$ cat config.mk
export PLATFORM = sky130hd
export DESIGN_NAME = fifo_interface_flat
export DESIGN_NICKNAME = d
export VERILOG_FILES = /design/src/rtl/fifo_interface_if.sv /design/src/rtl/fifo_interface.sv /design/src/flat_wrapper.sv
export SDC_FILE = /design/constraint.sdc
export NUM_CORES = 1
export LEC_CHECK = 0
export BUFFER_PORTS_ARGS = -buffer_cell sky130_fd_sc_hd__buf_2
export CAP_MARGIN = 40
export CELL_PAD_IN_SITES_DETAIL_PLACEMENT = 0
export CELL_PAD_IN_SITES_GLOBAL_PLACEMENT = 2
export CORE_ASPECT_RATIO = 1.5
export CORE_MARGIN = 8
export CORE_UTILIZATION = 53
export DETAILED_ROUTE_END_ITERATION = 10
export PLACE_DENSITY_LB_ADDON = 0.3
export SLEW_MARGIN = 15
export SYNTH_ARGS = -nofsm -noshare
export SYNTH_HDL_FRONTEND = slang
export SYNTH_SLANG_ARGS = --single-unit
export TNS_END_PERCENT = 1
$ cat constraint.sdc
create_clock -name clk -period 4.52 [get_ports clk]
set_input_delay 0.226 -clock clk [delete_from_list [all_inputs] [get_ports clk]]
set_output_delay 0.226 -clock clk [all_outputs]
set_load 0.005 [all_outputs]
$ cat src/rtl/fifo_interface_if.sv
`default_nettype none
// ============================================================================
// Module      : fifo_interface_if
// Description : Ready/enable/data handshake bundle for a FIFO. Carries a
//               write side (in_*) and a read side (out_*).
//               master : producer + consumer view (drives in_enable, in_data,
//                        out_ready; observes in_ready, out_enable, out_data)
//               slave  : FIFO view (the mirror of master)
// Revision    : 1.0 - initial release
// ============================================================================
interface fifo_interface_if #(
  parameter int num_bits = 16
);
  logic                in_ready;
  logic                in_enable;
  logic [num_bits-1:0] in_data;
  logic                out_ready;
  logic                out_enable;
  logic [num_bits-1:0] out_data;

  modport master (
    input  in_ready,
    output in_enable,
    output in_data,
    output out_ready,
    input  out_enable,
    input  out_data
  );

  modport slave (
    output in_ready,
    input  in_enable,
    input  in_data,
    input  out_ready,
    output out_enable,
    output out_data
  );
endinterface
`default_nettype wire

$ cat src/rtl/fifo_interface.sv
`default_nettype none
// ============================================================================
// Module      : fifo_interface
// Description : Single-clock first-word-fall-through FIFO with a fill-level
//               output. Depth is 2**log_depth words.
//   clk    : rising-edge clock for all state
//   reset  : asynchronous, active-low reset (pointers and count only)
//   bus    : fifo_interface_if.slave handshake (in_* write, out_* read)
//   count  : number of stored words, 0..depth
// Revision    : 1.0 - initial release
// ============================================================================
module fifo_interface #(
  parameter int num_bits  = 16,
  parameter int log_depth = 4
) (
  input  wire logic           clk,
  input  wire logic           reset,
  fifo_interface_if.slave     bus,
  output logic [log_depth:0]  count
);

  localparam int                 c_depth = 1 << log_depth;
  localparam logic [log_depth:0] c_full  = {1'b1, {log_depth{1'b0}}};

  logic [num_bits-1:0]  r_mem [c_depth];
  logic [log_depth-1:0] r_wr_ptr;
  logic [log_depth-1:0] r_rd_ptr;
  logic [log_depth:0]   r_count;
  logic                 r_in_ready;

  logic                 w_write;
  logic                 w_read;
  logic                 w_out_enable;
  logic [log_depth:0]   w_count_next;

  assign w_out_enable = (r_count != '0);
  assign w_write      = r_in_ready & bus.in_enable;
  assign w_read       = w_out_enable & bus.out_ready;

  always_comb begin
    w_count_next = r_count;
    if (w_write && !w_read) begin
      w_count_next = r_count + 1'b1;
    end else if (w_read && !w_write) begin
      w_count_next = r_count - 1'b1;
    end
  end

  // Storage is deliberately not reset; the pointers alone define validity.
  always_ff @(posedge clk) begin
    if (w_write) begin
      r_mem[r_wr_ptr] <= bus.in_data;
    end
  end

  // in_ready is registered from the next count so that it is low throughout
  // reset, rises on the first edge after release, and a read while full only
  // re-opens the write side on the following cycle.
  always_ff @(posedge clk or negedge reset) begin
    if (!reset) begin
      r_wr_ptr   <= '0;
      r_rd_ptr   <= '0;
      r_count    <= '0;
      r_in_ready <= 1'b0;
    end else begin
      if (w_write) begin
        r_wr_ptr <= r_wr_ptr + 1'b1;
      end
      if (w_read) begin
        r_rd_ptr <= r_rd_ptr + 1'b1;
      end
      r_count    <= w_count_next;
      r_in_ready <= (w_count_next != c_full);
    end
  end

  assign bus.in_ready   = r_in_ready;
  assign bus.out_enable = w_out_enable;
  assign bus.out_data   = r_mem[r_rd_ptr];
  assign count          = r_count;

endmodule
`default_nettype wire

$ cat src/flat_wrapper.sv
// flat-port wrapper written by rule: the top's interface ports become plain ports
module fifo_interface_flat 
#(
  parameter int num_bits  = 16,
  parameter int log_depth = 4
)
  (clk, reset, count, bus_in_ready, bus_in_enable, bus_in_data, bus_out_ready, bus_out_enable, bus_out_data);
  fifo_interface_if #(.num_bits(num_bits)) bus_i ();
  input  wire logic clk;
  input  wire logic reset;
  output logic [log_depth:0] count;
  output wire logic [$bits(bus_i.in_ready)-1:0] bus_in_ready;
  input wire logic [$bits(bus_i.in_enable)-1:0] bus_in_enable;
  input wire logic [$bits(bus_i.in_data)-1:0] bus_in_data;
  input wire logic [$bits(bus_i.out_ready)-1:0] bus_out_ready;
  output wire logic [$bits(bus_i.out_enable)-1:0] bus_out_enable;
  output wire logic [$bits(bus_i.out_data)-1:0] bus_out_data;
  assign bus_in_ready = bus_i.in_ready;
  assign bus_i.in_enable = bus_in_enable;
  assign bus_i.in_data = bus_in_data;
  assign bus_i.out_ready = bus_out_ready;
  assign bus_out_enable = bus_i.out_enable;
  assign bus_out_data = bus_i.out_data;
  fifo_interface #(.num_bits(num_bits), .log_depth(log_depth)) u_core (.clk(clk), .reset(reset), .bus(bus_i), .count(count));
endmodule
==> results.sh, run 1 <==
export IMPL_root_buffer="clkbuf_16"
export IMPL_grt_pass1_vias=5167
export IMPL_grt_use_met3_pct=2.87
export IMPL_rsz0062_at_grt="false"
export IMPL_die_area_um2=24500
export IMPL_globalplace_congestion=0.749
export IMPL_final_fill_count=1405
export IMPL_antenna_found_initial=0
export IMPL_status="completed"
export IMPL_port_buffers=42
export IMPL_vdd_drop_max_mv=0.439
export IMPL_worstPathRequired_ns=4.29
export IMPL_syn_area_per_cell_um2=23.5
export IMPL_routed_wl_um=21500
export IMPL_worstMarginPinSlew_ns=0.809
export IMPL_power_density_nw_per_um2=605
export IMPL_drive_gt1_share_pct=34.7
export IMPL_grt_ovfl_total=0
export IMPL_drtIter0Drc=449
export IMPL_dr_pass1_iters=4
export IMPL_yosysSeqAreaShare_pct=77.0
export IMPL_chipHeight_um=188
export IMPL_synth_cell_types=32
export IMPL_num_io_pins=43
export IMPL_drc_errors=0
export IMPL_start_kind="flip-flop"
export IMPL_fin_hold_ws_ns=0.0471
export IMPL_cts_repair_resized=0
export IMPL_yosys_top_cells_area="edfxtp_1 74%, mux4_2 17%, dfrtp_1 3.4%"
export IMPL_wl_per_cell_um=27.1
export IMPL_rows=63
export IMPL_fin_nets=544
export IMPL_ys_top_cells_by_count="256 x edfxtp_1, 80 x mux4_2, 14 x and2_1, 14 x dfrtp_1, 10 x nand2_1"
export IMPL_insertedDiodeCount=0
export IMPL_core_um2=19500
export IMPL_p_leak_uw=0.00393
export IMPL_regArea_um2=8040
export IMPL_netlist_area_um2=10400
export IMPL_die_w_um=131
export IMPL_setup_viol=0
export IMPL_antenna_left=0
export IMPL_fin_tns_setup_ns=0
export IMPL_cts_clk_slew_worst_paths_ns=0.06
export IMPL_final_max_slew_viol_count=0
export IMPL_synth_nets=471
export IMPL_grt_busiest_layer="met2"
export IMPL_clock_fmax_mhz=302
export IMPL_use_met2_pct=31.9
export IMPL_avgViaCountPerCell=5.94
export IMPL_synth_top_area_cell="edfxtp_1"
export IMPL_cts_sinks=270
export IMPL_synth_edff_count=256
export IMPL_ys_warn_count=0
export IMPL_met1_usage_pct=23.4
export IMPL_clockBufferDepth=3
export IMPL_fin_crit_sh_pct=73.2
export IMPL_arrival_ns=3.08
export IMPL_synth_top_area_share_pct=73.6
export IMPL_crit_path_end_kind="primary output"
export IMPL_ys_flop_type="edfxtp_1"
export IMPL_max_cap_violations=0
export IMPL_h_tree_depth=1
export IMPL_cts_inserted_buffers=25
export IMPL_multi_input_area_um2=2310
export IMPL_grt_pass1_wl_um=32700
export IMPL_area_delta_synth_final_pct=15.0
export IMPL_dp_hpwl_um=13000
export IMPL_async_reset_ff_share_pct=5.19
export IMPL_initial_core_util_pct=53.4
export IMPL_grt_max_degree=38
export IMPL_hold_viol_final=0
export IMPL_cts_tree="done"
export IMPL_clk_latency_ns=0.53
export IMPL_grt_usage_pct=18.6
export IMPL_critical_path_class="flip-flop to primary output"
export IMPL_min_period_ns=3.31
export IMPL_path_max_fanout=37
export IMPL_post_cts_buffers=0
export IMPL_skew_ns=0.0158
export IMPL_slew_headroom_pct=46.1
export IMPL_power_uw=7260
export IMPL_synth_cells=444
export IMPL_synth_most_common_cell="edfxtp_1"
export IMPL_vias=4712
export IMPL_hold_class="input port to flip-flop"
export IMPL_ys_seq_elements=270
-- state kept, by name (all words and copies together), names as in the netlist --
| name | flops |
|---|---|
| u_core.r_rd_ptr | 4 |
| u_core.bus.in_ready | 1 |
| u_core.count | 5 |
| u_core.r_mem | 256 |
| u_core.r_wr_ptr | 4 |
-- what timing repair did --
action / in CTS / in global routing
endpoints found under the setup margin: 0 / 0
hold buffers: 1 / 0
endpoints found under the hold margin: 14 / 0
-- per-layer routing --
metal  vias up  share of wire, %
met5         -                 0
met4         0               2.4
met3        36               4.4
met2       126                54
met1      2532                39
li1       2018                 -
-- report_power, final --
part / internal (uW) / switching [uW] / total, uW
sequential: 3030 / 290 / 3320
combinational: 1070 / 828 / 1900
clock: 1190 / 858 / 2040
-- layout by cell type, fill, tap and decap left out, types with 7 or more instances in the layout --
master | synthesis | final
and2_1 | 14 | 14
buf_2 | 6 | 42
buf_4 | 0 | 12
clkbuf_16 | 0 | 25
dfrtp_1 | 14 | 12
edfxtp_1 | 256 | 256
ha_1 | 7 | 7
mux4_2 | 80 | 80
nand2_1 | 10 | 10
xnor2_1 | 8 | 8
-- critical path, stage by stage (launching register included) --
cell and delay (ns):
dfrtp_4 0.90, buf_4 0.44, mux4_2 0.55, mux4_2 0.49, buf_2 0.15
-- final cells by class --
type / instances / area share, %
clock buffer: 29 / 5.34
clock inverter: 14 / 1.28
inverter: 4 / 0.125
multi-input combinational: 151 / 19.2
sequential: 270 / 67.0
tap: 260 / 2.71
timing repair buffer: 65 / 4.33
-- cell families (layout without fill, tap and decap cells) --
group / after synthesis / in the layout / share of synthesized area [%]
AO/OA/AOI/OAI: 7 / 7 / 0.419
adder cells (fa/ha/maj): 7 / 7 / 0.839
AND/OR/NAND/NOR: 46 / 46 / 2.66
XOR/XNOR: 10 / 10 / 0.839
multiplexers: 81 / 81 / 17.4
flip-flops: 270 / 270 / 77.0
buffers and inverters: 23 / 112 / 0.899
-- through the flow --
step / cell area, um2 / instances / util [%] / setup slack [ns]
after CTS: 12000 / 793 / 61.4 / 1.09
after detailed placement: 11200 / 749 / 57.3 / 1.66
final: 12000 / 793 / 61.4 / 1.21
after global placement: 11000 / 739 / 56.2 / 1.71
after global routing: 12000 / 793 / 61.4 / 0.990
after floorplan: 10400 / 444 / - / 2.27
-- worst paths after layout --
path | from | end | slack [ns] | cells after the start
min in group asynchronous | reset | u_core.count[4] | 0.13 | 2
worst min register to register | u_core.r_wr_ptr[2] | u_core.r_wr_ptr[2] | 0.53 | 1
worst max register to register | u_core.count[0] | u_core.bus.in_ready | 1.98 | 7
max in group asynchronous | reset | u_core.r_rd_ptr[0] | 4.10 | 2
worst min-delay path | bus_out_ready | u_core.r_rd_ptr[0] | 0.05 | 3
worst max-delay path | u_core.r_rd_ptr[0] | bus_out_data[12] | 1.21 | 4
Note: power is estimated with default switching activity, not from simulation.
==> run 2: changes to the inputs <==
--- a/config.mk
+++ b/config.mk
@@ -11,7 +11,7 @@
 export CELL_PAD_IN_SITES_GLOBAL_PLACEMENT = 2
 export CORE_ASPECT_RATIO = 1.5
 export CORE_MARGIN = 8
-export CORE_UTILIZATION = 53
+export CORE_UTILIZATION = 45
 export DETAILED_ROUTE_END_ITERATION = 10
 export PLACE_DENSITY_LB_ADDON = 0.3
 export SLEW_MARGIN = 15
==> constraint.sdc (replaced) <==
create_clock -name clk -period 3 [get_ports clk]
set_input_delay 0.15 -clock clk [delete_from_list [all_inputs] [get_ports clk]]
set_output_delay 0.15 -clock clk [all_outputs]
set_load 0.005 [all_outputs]
==> run 2 against run 1 <==
  * Clock-buffer cell count increased by 7
  * Non-clock buffer count increased by 11
  * Sequential power increased by 45%
  * Utilization decreased by 8.5 points
  * Critical path depth unchanged
  * Register-to-register slack got worse by 1.4 ns
  * Sequential share of layout area decreased by 0.60 points
  * Cell area increased by 0.91%
  * First-iteration DRC count decreased by 29%
  * Clock skew decreased by 0.0085 ns
  * Critical endpoint is now bus_out_data[10]
  * Via count increased by 0.21%
  * Combinational power increased by 66%
==> results.sh, run 2 (synthesized netlist as in run 1, its figures left out) <==
export IMPL_setup_viol=0
export IMPL_rsz0062_at_grt="false"
export IMPL_grt_use_met3_pct=1.86
export IMPL_final_common_cell="edfxtp_1"
export IMPL_area_delta_synth_final_pct=16.0
export IMPL_crit_chain="buf_12 > mux4_2 > mux4_2 > buf_2"
export IMPL_cts_sinks=270
export IMPL_hold_class="input port to flip-flop"
export IMPL_slew_headroom_pct=60.9
export IMPL_p_leak_uw=0.00398
export IMPL_drive_gt1_share_pct=34.7
export IMPL_cts_clk_slew_worst_paths_ns=0.07
export IMPL_port_buffers=42
export IMPL_skew_ns=0.00738
export IMPL_clk_latency_ns=0.51
export IMPL_min_period_ns=2.77
export IMPL_critical_path_class="flip-flop to primary output"
export IMPL_path_max_fanout=25
export IMPL_grt_pass1_wl_um=32700
export IMPL_fin_nets=554
export IMPL_start_kind="flip-flop"
export IMPL_met1_usage_pct=18.3
export IMPL_max_cap_violations=0
export IMPL_drc_errors=0
export IMPL_vdd_drop_max_mv=0.596
export IMPL_grt_ovfl_total=0
export IMPL_routed_wl_um=21800
export IMPL_final_max_slew_viol_count=0
export IMPL_grt_pass1_vias=5121
export IMPL_final_cell_area_um2=12100
export IMPL_clock_fmax_mhz=362
export IMPL_cts_tree="done"
export IMPL_grt_usage_pct=15.7
export IMPL_regMostFlops="u_core.r_mem"
export IMPL_power_density_nw_per_um2=926
export IMPL_final_cell_mix="256 x edfxtp_1, 80 x mux4_2, 42 x buf_2"
export IMPL_dr_pass1_iters=4
export IMPL_insertedDiodeCount=0
export IMPL_antenna_found_initial=0
export IMPL_cts_repair_resized=0
export IMPL_fin_tns_setup_ns=0
export IMPL_path_common_cell="mux4_2"
export IMPL_placedCellCount=772
export IMPL_slowest_delay_ns=0.60
export IMPL_slowest_stage="dfrtp_4"
export IMPL_die_area_um2=28400
export IMPL_num_io_pins=43
export IMPL_drtIter0Drc=320
export IMPL_worstMarginPinSlew_ns=0.587
export IMPL_status="completed"
export IMPL_avgViaCountPerCell=5.72
export IMPL_initial_core_util_pct=45.6
export IMPL_rows=68
export IMPL_h_tree_depth=1
export IMPL_die_w_um=140
export IMPL_hold_viol_final=0
export IMPL_grt_busiest_layer="met2"
export IMPL_cts_inserted_buffers=24
export IMPL_wl_per_cell_um=26.4
export IMPL_r2r_setup_slack_ns=0.63
export IMPL_antenna_left=0
export IMPL_clockBufferDepth=3
export IMPL_vias=4722
export IMPL_use_met2_pct=29.2
export IMPL_worstPathRequired_ns=2.85
export IMPL_grt_max_degree=36
export IMPL_chipHeight_um=203
export IMPL_placed_cell_area_um2=11200
export IMPL_dp_hpwl_um=12500
export IMPL_largest_reg_flops=256
export IMPL_arrival_ns=2.62
export IMPL_globalplace_congestion=0.742
export IMPL_crit_path_end_kind="primary output"
export IMPL_core_um2=22900
export IMPL_fin_cells=825
export IMPL_root_buffer="clkbuf_16"
export IMPL_fin_crit_sh_pct=92.2
## run 2: cell count changes in the layout (fill, tap and decap cells not counted), moves of 3 or more
| cell | before | now |
|---|---|---|
| dlygate4sd3_1 | 1 | 8 |
| clkbuf_8 | 0 | 3 |
| clkinv_1 | 3 | 0 |
| buf_8 | 4 | 1 |
| clkbuf_1 | 4 | 8 |
| buf_4 | 12 | 20 |
| buf_12 | 0 | 5 |
| buf_16 | 5 | 0 |
## run 2: repair_timing
action,4_1_cts,5_1_grt
hold endpoints to repair,70,0
setup buffers,0,1
setup endpoints to repair,0,1
hold buffers,8,0
## run 2: where the power goes
part / internal, uW / switching (uW) / total, uW
logic: 1670 / 1500 / 3160
clock network: 1950 / 1280 / 3240
registers: 4570 / 247 / 4810
total: 8190 / 3030 / 11200
## run 2: area by class of cell
type                    instances  area, um2
clock buffers                  36        697
clock inverters                 8        145
fillers                      1746      10800
inverters                       4       15.0
multi-input cells             151       2310
flip-flops and latches        270       8040
well taps                     280        350
repair buffers                 76        556
## run 2: routing by layer
metal | vias up | part of all wire, %
li1 | 2041 | -
met1 | 2545 | 39
met2 | 103 | 56
met3 | 33 | 3.1
met4 | 0 | 2.6
met5 | - | 0
## run 2: final timing paths
path                       cells past startpoint               start                   to
setup / recovery                               4  u_core.r_rd_ptr[0]     bus_out_data[10]
hold / removal                                 1      bus_in_data[7]   u_core.r_mem[5][7]
setup reg to reg                               7     u_core.count[1]  u_core.bus.in_ready
hold reg to reg                                1  u_core.r_wr_ptr[2]   u_core.r_wr_ptr[2]
max in group asynchronous                      2               reset   u_core.r_rd_ptr[0]
min in group asynchronous                      2               reset   u_core.r_wr_ptr[0]
## run 2: through the flow
stage | util (%) | hold slack [ns] | total power [uW] | setup slack (ns)
final | 52.9 | 0.0130 | 11200 | 0.234
after global routing | 52.9 | 0.0128 | 11700 | 0.136
after CTS | 52.9 | 0.00217 | 11300 | 0.0555
after detailed placement | 48.8 | 0.0769 | 8120 | 0.596
after global placement | 48.8 | 0.0720 | 8030 | 0.619
after floorplan | - | -0.146 | 6900 | 0.754
## run 2: worst max-delay path: cells and delay by family, from the launching register on
| family | cells | cell delay [ns] |
|---|---|---|
| buf+inv | 2 | 0.44 |
| flops | 1 | 0.60 |
| mux | 2 | 1.06 |
